==> config.mk <==
export PLATFORM = sky130hd
export DESIGN_NAME = regfile_scoreboard_flat
export DESIGN_NICKNAME = d
export VERILOG_FILES = /design/src/rtl/regfile_pkg.sv /design/src/rtl/regfile_scoreboard_if.sv /design/src/rtl/rf_scoreboard.sv /design/src/rtl/regfile_scoreboard.sv /design/src/flat_wrapper.sv
export SDC_FILE = /design/constraint.sdc
export NUM_CORES = 2
export LEC_CHECK = 0
export ABC_AREA = 1
export BUFFER_PORTS_ARGS = -buffer_cell sky130_fd_sc_hd__buf_4
export CORE_MARGIN = 5
export CORE_UTILIZATION = 35
export CTS_CLUSTER_DIAMETER = 30
export DETAILED_ROUTE_END_ITERATION = 7
export PLACE_DENSITY = 0.58
export SYNTH_ARGS = -nofsm -noshare
export SYNTH_HDL_FRONTEND = slang
export SYNTH_SLANG_ARGS = --single-unit
==> constraint.sdc <==
create_clock -name clk -period 12.6 [get_ports clk]
set_input_delay 3.78 -clock clk [delete_from_list [all_inputs] [get_ports clk]]
set_output_delay 3.78 -clock clk [all_outputs]
set_load 0.1 [all_outputs]
==> src/rtl/regfile_pkg.sv <==
// regfile_pkg: shared types, constants and address-width helper for the register file
package regfile_pkg;
  localparam int DEF_XLEN = 32;
  localparam int DEF_NREGS = 32;
  function automatic int rf_aw(int n);
    return n < 2 ? 1 : $clog2(n);
  endfunction
  localparam int DEF_AW = rf_aw(DEF_NREGS);
  typedef logic [DEF_XLEN-1:0] xword_t;
  typedef logic [DEF_AW-1:0] raddr_t;
  localparam raddr_t ZERO_ADDR = '0;
endpackage

==> src/rtl/regfile_scoreboard_if.sv <==
// regfile_scoreboard_if: decode/writeback/operand-read bundle between the core and the register file
interface regfile_scoreboard_if
  import regfile_pkg::*;
#(
  parameter int XLEN = 32,
  parameter int NREGS = 32,
  parameter int NRD = 2
);
  localparam int AW = rf_aw(NREGS);
  logic rsvEn;
  logic [AW-1:0] rsvAddr;
  logic writeEn;
  logic [AW-1:0] writeAddr;
  logic [XLEN-1:0] writeData;
  logic [NRD*AW-1:0] readAddr;
  logic [NRD*XLEN-1:0] readData;
  logic [NRD-1:0] readReady;
  logic [NREGS-1:0] busyVec;
  modport master (
    output rsvEn, rsvAddr, writeEn, writeAddr, writeData, readAddr,
    input readData, readReady, busyVec
  );
  modport slave (
    input rsvEn, rsvAddr, writeEn, writeAddr, writeData, readAddr,
    output readData, readReady, busyVec
  );
endinterface

==> src/rtl/rf_scoreboard.sv <==
// rf_scoreboard: per-register busy bits, set on reserve, cleared on writeback, set wins
module rf_scoreboard
  import regfile_pkg::*;
#(
  parameter int NREGS = 32
) (
  input logic clk,
  input logic arstn,
  input logic set_en_i,
  input logic [rf_aw(NREGS)-1:0] set_addr_i,
  input logic clr_en_i,
  input logic [rf_aw(NREGS)-1:0] clr_addr_i,
  output logic [NREGS-1:0] busy_o
);
  localparam int AW = rf_aw(NREGS);
  logic [NREGS-1:0] busy_q, busy_d;
  // Each bit: reserve sets, writeback clears, reserve has priority (younger producer)
  always_comb begin
    busy_d = busy_q;
    for (int j = 0; j < NREGS; j++)
      busy_d[j] = (set_en_i && set_addr_i == AW'(j)) || (busy_q[j] && !(clr_en_i && clr_addr_i == AW'(j)));
  end
  // Busy state register, reset drops all in-flight reservations
  always_ff @(posedge clk)
    if (!arstn) busy_q <= '0;
    else busy_q <= busy_d;
  assign busy_o = busy_q;
endmodule

==> src/rtl/regfile_scoreboard.sv <==
// regfile_scoreboard: integer register file with busy scoreboard; optional write-through bypass via RF_BYPASS_EN
module regfile_scoreboard
  import regfile_pkg::*;
#(
  parameter int XLEN = 32,
  parameter int NREGS = 32,
  parameter int NRD = 2,
  parameter int ZERO_REG = 1
) (
  input logic clk,
  input logic arstn,
  regfile_scoreboard_if.slave rf
);
  localparam int AW = rf_aw(NREGS);
  localparam bit ZR = ZERO_REG != 0;
  logic [XLEN-1:0] regs_q [NREGS];
  logic [NREGS-1:0] busy;
  logic w_ok, r_ok;
  assign w_ok = rf.writeEn && !(ZR && rf.writeAddr == AW'(ZERO_ADDR));
  assign r_ok = rf.rsvEn && !(ZR && rf.rsvAddr == AW'(ZERO_ADDR));
  rf_scoreboard #(.NREGS(NREGS)) u_sb (
    .clk(clk),
    .arstn(arstn),
    .set_en_i(r_ok),
    .set_addr_i(rf.rsvAddr),
    .clr_en_i(w_ok),
    .clr_addr_i(rf.writeAddr),
    .busy_o(busy)
  );
  // Storage: synchronous clear, single writeback port; hardwired zero is never written
  always_ff @(posedge clk)
    if (!arstn) for (int j = 0; j < NREGS; j++) regs_q[j] <= '0;
    else if (w_ok) regs_q[rf.writeAddr] <= rf.writeData;
  assign rf.busyVec = busy;
  for (genvar i = 0; i < NRD; i++) begin : g_rd
    logic [AW-1:0] a;
    logic z, hit;
    assign a = rf.readAddr[i*AW +: AW];
    assign z = ZR && a == AW'(ZERO_ADDR);
`ifdef RF_BYPASS_EN
    assign hit = w_ok && rf.writeAddr == a;
`else
    assign hit = 1'b0;
`endif
    assign rf.readData[i*XLEN +: XLEN] = z ? '0 : hit ? rf.writeData : regs_q[a];
    assign rf.readReady[i] = z || hit || !busy[a];
  end
endmodule
==> src/flat_wrapper.sv <==
// flat-port wrapper written by rule: the top's interface ports become plain ports
module regfile_scoreboard_flat import regfile_pkg::*;
#(
  parameter int XLEN = 32,
  parameter int NREGS = 32,
  parameter int NRD = 2,
  parameter int ZERO_REG = 1
)
  (clk, arstn, rf_rsvEn, rf_rsvAddr, rf_writeEn, rf_writeAddr, rf_writeData, rf_readAddr, rf_readData, rf_readReady, rf_busyVec);
  regfile_scoreboard_if #(.XLEN(XLEN), .NREGS(NREGS), .NRD(NRD)) rf_i ();
  input logic clk;
  input logic arstn;
  input wire logic [$bits(rf_i.rsvEn)-1:0] rf_rsvEn;
  input wire logic [$bits(rf_i.rsvAddr)-1:0] rf_rsvAddr;
  input wire logic [$bits(rf_i.writeEn)-1:0] rf_writeEn;
  input wire logic [$bits(rf_i.writeAddr)-1:0] rf_writeAddr;
  input wire logic [$bits(rf_i.writeData)-1:0] rf_writeData;
  input wire logic [$bits(rf_i.readAddr)-1:0] rf_readAddr;
  output wire logic [$bits(rf_i.readData)-1:0] rf_readData;
  output wire logic [$bits(rf_i.readReady)-1:0] rf_readReady;
  output wire logic [$bits(rf_i.busyVec)-1:0] rf_busyVec;
  assign rf_i.rsvEn = rf_rsvEn;
  assign rf_i.rsvAddr = rf_rsvAddr;
  assign rf_i.writeEn = rf_writeEn;
  assign rf_i.writeAddr = rf_writeAddr;
  assign rf_i.writeData = rf_writeData;
  assign rf_i.readAddr = rf_readAddr;
  assign rf_readData = rf_i.readData;
  assign rf_readReady = rf_i.readReady;
  assign rf_busyVec = rf_i.busyVec;
  regfile_scoreboard #(.XLEN(XLEN), .NREGS(NREGS), .NRD(NRD), .ZERO_REG(ZERO_REG)) u_core (.clk(clk), .arstn(arstn), .rf(rf_i));
endmodule
==> results.toml <==
[outcome]
status = "completed"

[sta]
timing.final.crit_share = 0.9044
layout_setup_ws_ns = 1.205
drv_slew = 0
tightest_slew_ns = 1.388
finClkSkew_ns = 0
slew_headroom = 0.07145
finalHoldViolations = 0
fmax_mhz = 87.76
finalSetupViolCount = 0
rsz0062_at_grt = "false"
tns_ns = 0
period_needed_ns = 11.40

[floorplanning]
pin_count = 154
dieArea_sq_mm = 0.1756
die_h_um = 419.0
initial_core_util = 0.3509
coreArea_sq_mm = 0.1668
die_w_um = 419.0
rows = 150

[cts]
cts_num_sinks = 1056
clk_path_buf_depth = 4
ctsHoldBuffers = 0
cts-root-buf = "clkbuf_16"
cts_max_level = 5
post_cts_buffers = 0
insertion_delay_ns = 0.86
path_clk_slew_ns = 0.04
cts_resized = 0
cts_tree = "done"
numCtsBuffers = 288

[synth]
synth.distinct_cells = 24
synthCells = 7555
synth_top_area_share = 0.5252
ys_seq_area_frac = 0.5361
ys_top_cells_by_area = "edfxtp_1 (53%), nand2_1 (17%), nand3_1 (13%), nor2_1 (8.2%), buf_2 (2.3%)"
synthesis.area_sq_mm = 0.05855
yosysTopAreaCell = "edfxtp_1"
yosysWarnings = 0
syn-mean-instance-area_sq_um = 7.750
synth-seq-cells = 1056

[setup_path]
reg2regPathDepth = 2
critPathBufInv = 4
critPathCapture = "rf_readData[39]"
cp_slowest_cell = "nand3_2"
r2r_end = "u_core.u_sb.busy_o[15]$_SDFF_PN0_"
cp.depth = 7
crit_fanout = 114
cp-startpoint = "rf_readAddr[5]"
rr_startpoint = "u_core.u_sb.busy_o[15]$_SDFF_PN0_"
end_kind = "output pin"
reg2reg_setup_slack_ns = 11.82
cp_common_cell = "buf_4"
critPathArrivalTime_ns = 7.62
worstSetupStartpointType = "input port"
crit_type = "input port to output pin"
crit_family = "buffers and inverters"
slowest_delay_ns = 0.93
crit_required_ns = 8.82
worstPathCellList = "buf_8, inv_8, nand3_2, buf_4, nand2_1, nor2_1, buf_4"

[drt]
drt-initial-drc-count = 8291
dr.pass1.iters = 8
drcViolationCount = 0
ant_nets = 0
wl_um = 254300
wl_per_cell_um = 25.64
vias = 56768
viasPerCell = 5.724

[final_layout]
final_core_util = 0.4207
nNetsFinal = 7572
layout-drive-gt1-share = 0.09881
layout_commonest_cell = "nand2_1"
final_cell_mix = "nand2_1 (2623), nand3_1 (1458), nor2_1 (1278), edfxtp_1 (1024), clkbuf_16 (296)"
area_growth_pct = 19.89
final_design_area_no_fill_sq_mm = 0.07019

[worst_hold_path]
worstHoldPathCells = 2
min_path_type = "register to register"

[placed_design]
dp_hpwl_um = 130000
placed_area_sq_mm = 0.06112
dp_slack_ns = 1.427
gp_congestion = 0.8657
port_buffers = 153

[power_and_ir_drop]
peakVddDrop_v = 0.0001450
power.total_mw = 12.52
power_per_cell_area_mw_per_mm2 = 178.4
p_leak_nw = 29.31

[global_route]
grt_antenna_before_repair = 5
grt_pass1_vias = 54206
grt_use_total = 0.2811
grt_start_max_net_pins = 168
grt_overflow_total = 0
grt_pass1_wl_um = 362900

[run]
drv_cap = 0
-- state kept, by name, indices dropped and copies added, names as in the netlist --
signal,cells
u_core.regs_q,1024
u_core.u_sb.busy_o,32
-- worst min-delay path, cell delays in order (launching register included) --
cell and delay, ns:
dfxtp_1 0.35, inv_1 0.07, o22ai_1 0.07
-- worst min-delay path by stage --
stage | slack (ns) | end | startpoint
2_1_floorplan | 0.90 | u_core.u_sb.busy_o[0]$_SDFF_PN0_ | u_core.u_sb.busy_o[0]$_SDFF_PN0_
3_3_place_gp | 0.51 | u_core.u_sb.busy_o[23]$_SDFF_PN0_ | u_core.u_sb.busy_o[23]$_SDFF_PN0_
3_5_place_dp | 0.52 | u_core.u_sb.busy_o[23]$_SDFF_PN0_ | u_core.u_sb.busy_o[23]$_SDFF_PN0_
4_1_cts | 0.53 | u_core.u_sb.busy_o[23]$_SDFF_PN0_ | u_core.u_sb.busy_o[23]$_SDFF_PN0_
5_1_grt | 0.56 | u_core.u_sb.busy_o[23]$_SDFF_PN0_ | u_core.u_sb.busy_o[23]$_SDFF_PN0_
6_report | 0.54 | u_core.u_sb.busy_o[23]$_SDFF_PN0_ | u_core.u_sb.busy_o[23]$_SDFF_PN0_
-- report_power, final --
part           leakage, nW  switching [mW]  total (mW)  internal, mW
logic                 14.9            1.12        1.45         0.322
clock network         4.43            2.09        6.91          4.82
registers             10.0          0.0983        4.16          4.06
-- cell type report --
cell class / instances / area, sq um
diodes: 2 / 5.005
clock buffers: 345 / 7601
clock inverters: 141 / 1466
fillers: 16145 / 96650
inverters: 130 / 531.8
multi-input cells: 5744 / 23970
flip-flops and latches: 1056 / 31390
well taps: 2204 / 2758
repair buffers: 296 / 2472
-- stage by stage --
stage          hold slack (ns)  cells
5_1_grt                 0.5636   9917
6_report                0.5411   9918
4_1_cts                 0.5287   9916
2_1_floorplan           0.9000   7586
3_3_place_gp            0.5117   9430
3_5_place_dp            0.5163   9430
-- cell families after synthesis --
kind of cell	share of synthesized area
and+or+nand+nor	0.3792
AOI/OAI and AO/OA	0.02526
other	0.00006405
DFF	0.5361
buffers and inverters	0.05941
-- per-layer routing --
| metal | GRT usage | wire, um | part of all wire | vias up |
|---|---|---|---|---|
| met5 | 0 | 13 | 0.000051 | - |
| met4 | 0.1808 | 17810 | 0.070 | 2 |
| met3 | 0.06022 | 31640 | 0.12 | 1020 |
| met2 | 0.4307 | 110900 | 0.44 | 4248 |
| met1 | 0.3608 | 93940 | 0.37 | 26644 |
| li1 | - | - | - | 24854 |
-- Yosys cell counts --
cell type  count
a21oi_1      130
buf_1         84
buf_2        272
buf_4         44
buf_6          3
clkbuf_1     253
clkinv_1       1
conb_1         1
dfxtp_1       32
edfxtp_1    1024
inv_1        121
inv_2          8
nand2_1     2660
nand3_1     1465
nand4_1        3
nor2_1      1278
nor2_2         2
nor3_1         8
o21ai_0      155
o21ai_1        4
o22ai_1        4
o31ai_1        1
or2_2          1
or2_4          1
No activity file was read; power rests on OpenSTA's default activity.
